File: src/rtl/id_ex_stage.sv
// ID/EX pipeline register: WB-to-ID operand bypass, load-use bubble, hold and flush.
// Optional bubble/hold performance counters are built when ID_EX_PERF_CNT_EN is defined.
module id_ex_stage #(
    parameter int unsigned DW = 32,
    parameter int unsigned AW = 5
) (
    input  logic          clk,
    input  logic          rst_n,
    input  logic          id_valid,
    input  logic [DW-1:0] id_pc,
    input  logic [AW-1:0] id_rs,
    input  logic [AW-1:0] id_rt,
    input  logic [AW-1:0] id_rd,
    input  logic [DW-1:0] id_imm,
    input  logic          id_reg_write,
    input  logic          id_mem_read,
    input  logic          id_mem_write,
    input  logic          id_mem_to_reg,
    input  logic          id_alu_src,
    input  logic          id_reg_dst,
    input  logic [3:0]    id_alu_op,
    input  logic [DW-1:0] rd_data1,
    input  logic [DW-1:0] rd_data2,
    input  logic          wb_reg_write,
    input  logic [AW-1:0] wb_write_reg,
    input  logic [DW-1:0] wb_write_data,
    input  logic          flush,
    input  logic          ex_hold,
    output logic          stall_up,
    output logic          ex_valid,
    output logic [DW-1:0] ex_pc,
    output logic [DW-1:0] ex_a,
    output logic [DW-1:0] ex_b,
    output logic [DW-1:0] ex_imm,
    output logic [AW-1:0] ex_rs,
    output logic [AW-1:0] ex_rt,
    output logic [AW-1:0] ex_dest,
    output logic          ex_reg_write,
    output logic          ex_mem_read,
    output logic          ex_mem_write,
    output logic          ex_mem_to_reg,
    output logic          ex_alu_src,
    output logic [3:0]    ex_alu_op,
    output logic [31:0]   bubble_cnt,
    output logic [31:0]   hold_cnt
);

    typedef struct packed {
        logic          valid;
        logic [DW-1:0] pc;
        logic [DW-1:0] a;
        logic [DW-1:0] b;
        logic [DW-1:0] imm;
        logic [AW-1:0] rs;
        logic [AW-1:0] rt;
        logic [AW-1:0] dest;
        logic          reg_write;
        logic          mem_read;
        logic          mem_write;
        logic          mem_to_reg;
        logic          alu_src;
        logic [3:0]    alu_op;
    } ex_t;

    ex_t           ex_q, ex_d;
    logic [DW-1:0] op_a, op_b;
    logic          lu;

    // r0 is hard-wired zero, so a matching WB write to r0 is never forwarded.
    always_comb begin
        op_a = rd_data1;
        if (id_rs == '0) begin
            op_a = '0;
        end else if (wb_reg_write && (wb_write_reg == id_rs)) begin
            op_a = wb_write_data;
        end
        op_b = rd_data2;
        if (id_rt == '0) begin
            op_b = '0;
        end else if (wb_reg_write && (wb_write_reg == id_rt)) begin
            op_b = wb_write_data;
        end
    end

    assign lu = ex_q.valid && ex_q.mem_read && (ex_q.rt != '0) && id_valid &&
                ((ex_q.rt == id_rs) || (ex_q.rt == id_rt));

    assign stall_up = ex_hold | (lu & ~flush);

    always_comb begin
        ex_d = ex_q;
        if (ex_hold) begin
            ex_d = ex_q;
        end else if (flush || lu || !id_valid) begin
            ex_d = '0;
        end else begin
            ex_d.valid      = 1'b1;
            ex_d.pc         = id_pc;
            ex_d.a          = op_a;
            ex_d.b          = op_b;
            ex_d.imm        = id_imm;
            ex_d.rs         = id_rs;
            ex_d.rt         = id_rt;
            ex_d.dest       = id_reg_dst ? id_rd : id_rt;
            ex_d.reg_write  = id_reg_write;
            ex_d.mem_read   = id_mem_read;
            ex_d.mem_write  = id_mem_write;
            ex_d.mem_to_reg = id_mem_to_reg;
            ex_d.alu_src    = id_alu_src;
            ex_d.alu_op     = id_alu_op;
        end
    end

    always_ff @(posedge clk or negedge rst_n) begin
        if (!rst_n) begin
            ex_q <= '0;
        end else begin
            ex_q <= ex_d;
        end
    end

    assign ex_valid      = ex_q.valid;
    assign ex_pc         = ex_q.pc;
    assign ex_a          = ex_q.a;
    assign ex_b          = ex_q.b;
    assign ex_imm        = ex_q.imm;
    assign ex_rs         = ex_q.rs;
    assign ex_rt         = ex_q.rt;
    assign ex_dest       = ex_q.dest;
    assign ex_reg_write  = ex_q.reg_write;
    assign ex_mem_read   = ex_q.mem_read;
    assign ex_mem_write  = ex_q.mem_write;
    assign ex_mem_to_reg = ex_q.mem_to_reg;
    assign ex_alu_src    = ex_q.alu_src;
    assign ex_alu_op     = ex_q.alu_op;

`ifdef ID_EX_PERF_CNT_EN
    logic [31:0] bubble_cnt_q, hold_cnt_q;

    always_ff @(posedge clk or negedge rst_n) begin
        if (!rst_n) begin
            bubble_cnt_q <= '0;
            hold_cnt_q   <= '0;
        end else begin
            if (lu && !flush && !ex_hold) begin
                bubble_cnt_q <= bubble_cnt_q + 32'd1;
            end
            if (ex_hold) begin
                hold_cnt_q <= hold_cnt_q + 32'd1;
            end
        end
    end

    assign bubble_cnt = bubble_cnt_q;
    assign hold_cnt   = hold_cnt_q;
`else
    assign bubble_cnt = '0;
    assign hold_cnt   = '0;
`endif

endmodule

File: config.mk
export PLATFORM = sky130hd
export DESIGN_NAME = id_ex_stage
export DESIGN_NICKNAME = d
export VERILOG_FILES = /design/src/rtl/id_ex_stage.sv
export SDC_FILE = /design/constraint.sdc
export NUM_CORES = 1
export LEC_CHECK = 0
export CORE_MARGIN = 8
export CORE_UTILIZATION = 30
export DETAILED_ROUTE_END_ITERATION = 10
export SLEW_MARGIN = 30
export SYNTH_ARGS = -nofsm -noshare
export SYNTH_HDL_FRONTEND = slang
export SYNTH_SLANG_ARGS = --single-unit
File: constraint.sdc
create_clock -name clk -period 2.6 [get_ports clk]
set_clock_uncertainty 0.15 [all_clocks]
set_input_delay 0.52 -clock clk [delete_from_list [all_inputs] [get_ports clk]]
set_output_delay 0.52 -clock clk [all_outputs]
set_load 0.005 [all_outputs]
==> results.py <==
metrics = {
    "place": {
        "portBuffers": 349,
        "gp_congestion": 0.809,
        "dp_hpwl_um": 20400,
        "dp_cells": 1259,
    },
    "die": {
        "rows": 57,
        "dieArea_sq_um": 30200,
        "core-area_sq_um": 24400,
        "initial_utilization_pct": 30.6,
        "fp.dieW_um": 174,
        "ioPinCount": 414,
        "dieHeight_um": 174,
    },
    "yosys": {
        "synth_ff_type": "dfrtp_1",
        "syn_area_sq_um": 7470,
        "synthDistinctLibCells": 28,
        "synth_area_per_cell_sq_um": 12.5,
        "ys_seq_area_share_pct": 51.3,
        "synthArstFlopShare_pct": 100,
        "synth_edf_count": 0,
        "syn_inst": 598,
        "yosys_warnings": 0,
        "synth-seq-cells": 153,
    },
    "worst_setup_path": {
        "cp.arrival_ns": 1.90,
        "cp-end-kind": "output pin",
        "worst-setup-path-type": "primary input to output pin",
        "critical_path_required_ns": 1.93,
        "start_kind": "primary input",
        "worstPathMaxFanout": 2,
    },
    "clocking": {
        "cts_buffer_depth": 2,
        "tritoncts": "yes",
        "clkTransAtPathRegs_ns": 0.06,
        "clock-sinks": 153,
        "cts_root_buffer": "clkbuf_16",
        "htreeDepth": 4,
        "cts_buffers": 17,
        "clk-insertion-delay-late_ns": 0.42,
    },
    "pwr": {
        "vdd_drop_max_v": 0.000371,
        "powerDensity_nw_per_um2": 526,
        "leakage_nw": 5.02,
    },
    "global_route": {
        "grt_max_degree": 154,
        "grt_pass1_vias": 6606,
        "grtUsageTotal_pct": 17.6,
        "grt_overflow": 0,
        "antenna_found_initial": 0,
        "grt_pass1_wl_um": 41600,
    },
    "detailed_routing": {
        "postRouteAntennaNets": 0,
        "drt-pass1-iter-count": 4,
        "initialDrtViolationCount": 302,
        "postRouteWirelength_um": 27100,
        "dr_total_vias": 5913,
        "vias_per_cell": 4.57,
        "wl_per_cell_um": 20.9,
        "drc_errors": 0,
    },
    "sta": {
        "period_share_pct": 98.9,
        "finalSetupViolCount": 0,
        "worstMarginPinSlew_ns": 0.703,
        "relSlewSlack_pct": 53.1,
        "fin_crit_ns": 2.57,
        "final_max_slew_viol_count": 0,
        "holdWs_ns": 0.336,
        "fmax_mhz": 389,
        "hold_viol_final": 0,
    },
    "layout": {
        "layout_commonest_cell": "clkdlybuf4s50_1",
        "area_growth_pct": 59.4,
        "antenna_cells": 0,
        "instances_no_fill": 1295,
        "fin_nets": 1154,
        "final_cell_mix": "clkdlybuf4s50_1, dfrtp_1, a22o_1",
        "drive_gt1_share_pct": 15.8,
    },
    "run_status": {
        "status": "finished clean",
    },
    "run": {
        "maxCapViolations": 0,
    },
    "hold_path": {
        "min_path_type": "flip-flop to flip-flop",
    },
}
## layout make-up
type                       instances  area [sq um]
inverter                           1          3.75
tap                              324           405
sequential                       153          3830
multi-input combinational        395          3110
clock buffer                      18           439
fill                            2258         12500
timing repair buffer             390          3960
clock inverter                    14           155
## critical path, stage by stage
cell and delay, ns:
clkdlybuf4s50_1 0.46, xor2_1 0.19, nor3_2 0.22, a22oi_2 0.13
o31ai_1 0.23, buf_2 0.15
## Yosys cell counts, types with 2 or more instances
cell type	n	area, sq um
a22o_1	83	727
and3_1	2	12.5
buf_2	12	60.1
buf_4	66	495
buf_6	15	169
clkbuf_1	17	63.8
dfrtp_1	153	3830
mux2i_1	69	691
nand2_1	71	267
nor2_1	4	15.0
nor3_1	2	10.0
nor4_1	2	12.5
o21ai_1	5	25.0
o31ai_2	64	801
or4_1	2	15.0
xnor2_1	2	17.5
xor2_1	18	158
## layer usage
metal  vias to the layer above  part of all wire, %  track usage [%]
li1                       2758                    -                -
met1                      2837                   42             21.0
met4                         0                  1.8             5.49
met5                         -                    0                0
met3                        26                  9.4             7.41
met2                       292                   47             28.4
## report_power, final
group	total, W	leakage, nW	switching, W	internal [W]
Combinational	0.00113	2.68	0.000449	0.000684
Clock	0.00253	0.283	0.00114	0.00139
Sequential	0.00260	2.06	0.0000840	0.00251
## final timing paths
| kind | start | slack [ns] | end | depth (start not counted) |
|---|---|---|---|---|
| setup reg to reg | ex_rt[2] | 0.32 | ex_a[22] | 7 |
| min in group asynchronous | rst_n | 0.42 | ex_a[23] | 2 |
| max in group asynchronous | rst_n | 1.15 | ex_imm[30] | 3 |
| hold / removal | ex_b[31] | 0.34 | ex_b[31] | 2 |
| setup / recovery | id_rt[0] | 0.03 | stall_up | 6 |
| hold reg to reg | ex_b[31] | 0.34 | ex_b[31] | 2 |
## timing repair
action / in CTS / in global routing
hold endpoints to repair: 41 / 0
gates cloned: 0 / 0
endpoints found under the setup margin: 1 / 1
setup buffers: 3 / 0
pin swaps: 5 / 1
gates resized for setup: 6 / 4
hold buffers: 1 / 0
## logic make-up after synthesis
logic type | share of synthesized area, %
other | 0.0502
AO/OA/AOI/OAI | 21.7
AND/OR/NAND/NOR | 4.69
multiplexers | 9.25
XOR/XNOR | 2.35
flip-flops | 51.3
buffers and inverters | 10.8
## per-stage QoR
step	instance area, sq um	TNS (ns)	util [%]	setup slack, ns	total power, W
after CTS	11900	0	48.7	0.0255	0.00637
after global placement	11300	-10.06	46.2	-0.385	0.00378
final	11900	0	48.8	0.0291	0.00626
after floorplan	7710	0	-	0.472	0.00306
after global routing	11900	-0.0555	48.8	-0.0555	0.00655
after detailed placement	11300	-10.39	46.2	-0.361	0.00378
(Power assumes the default switching activity.)
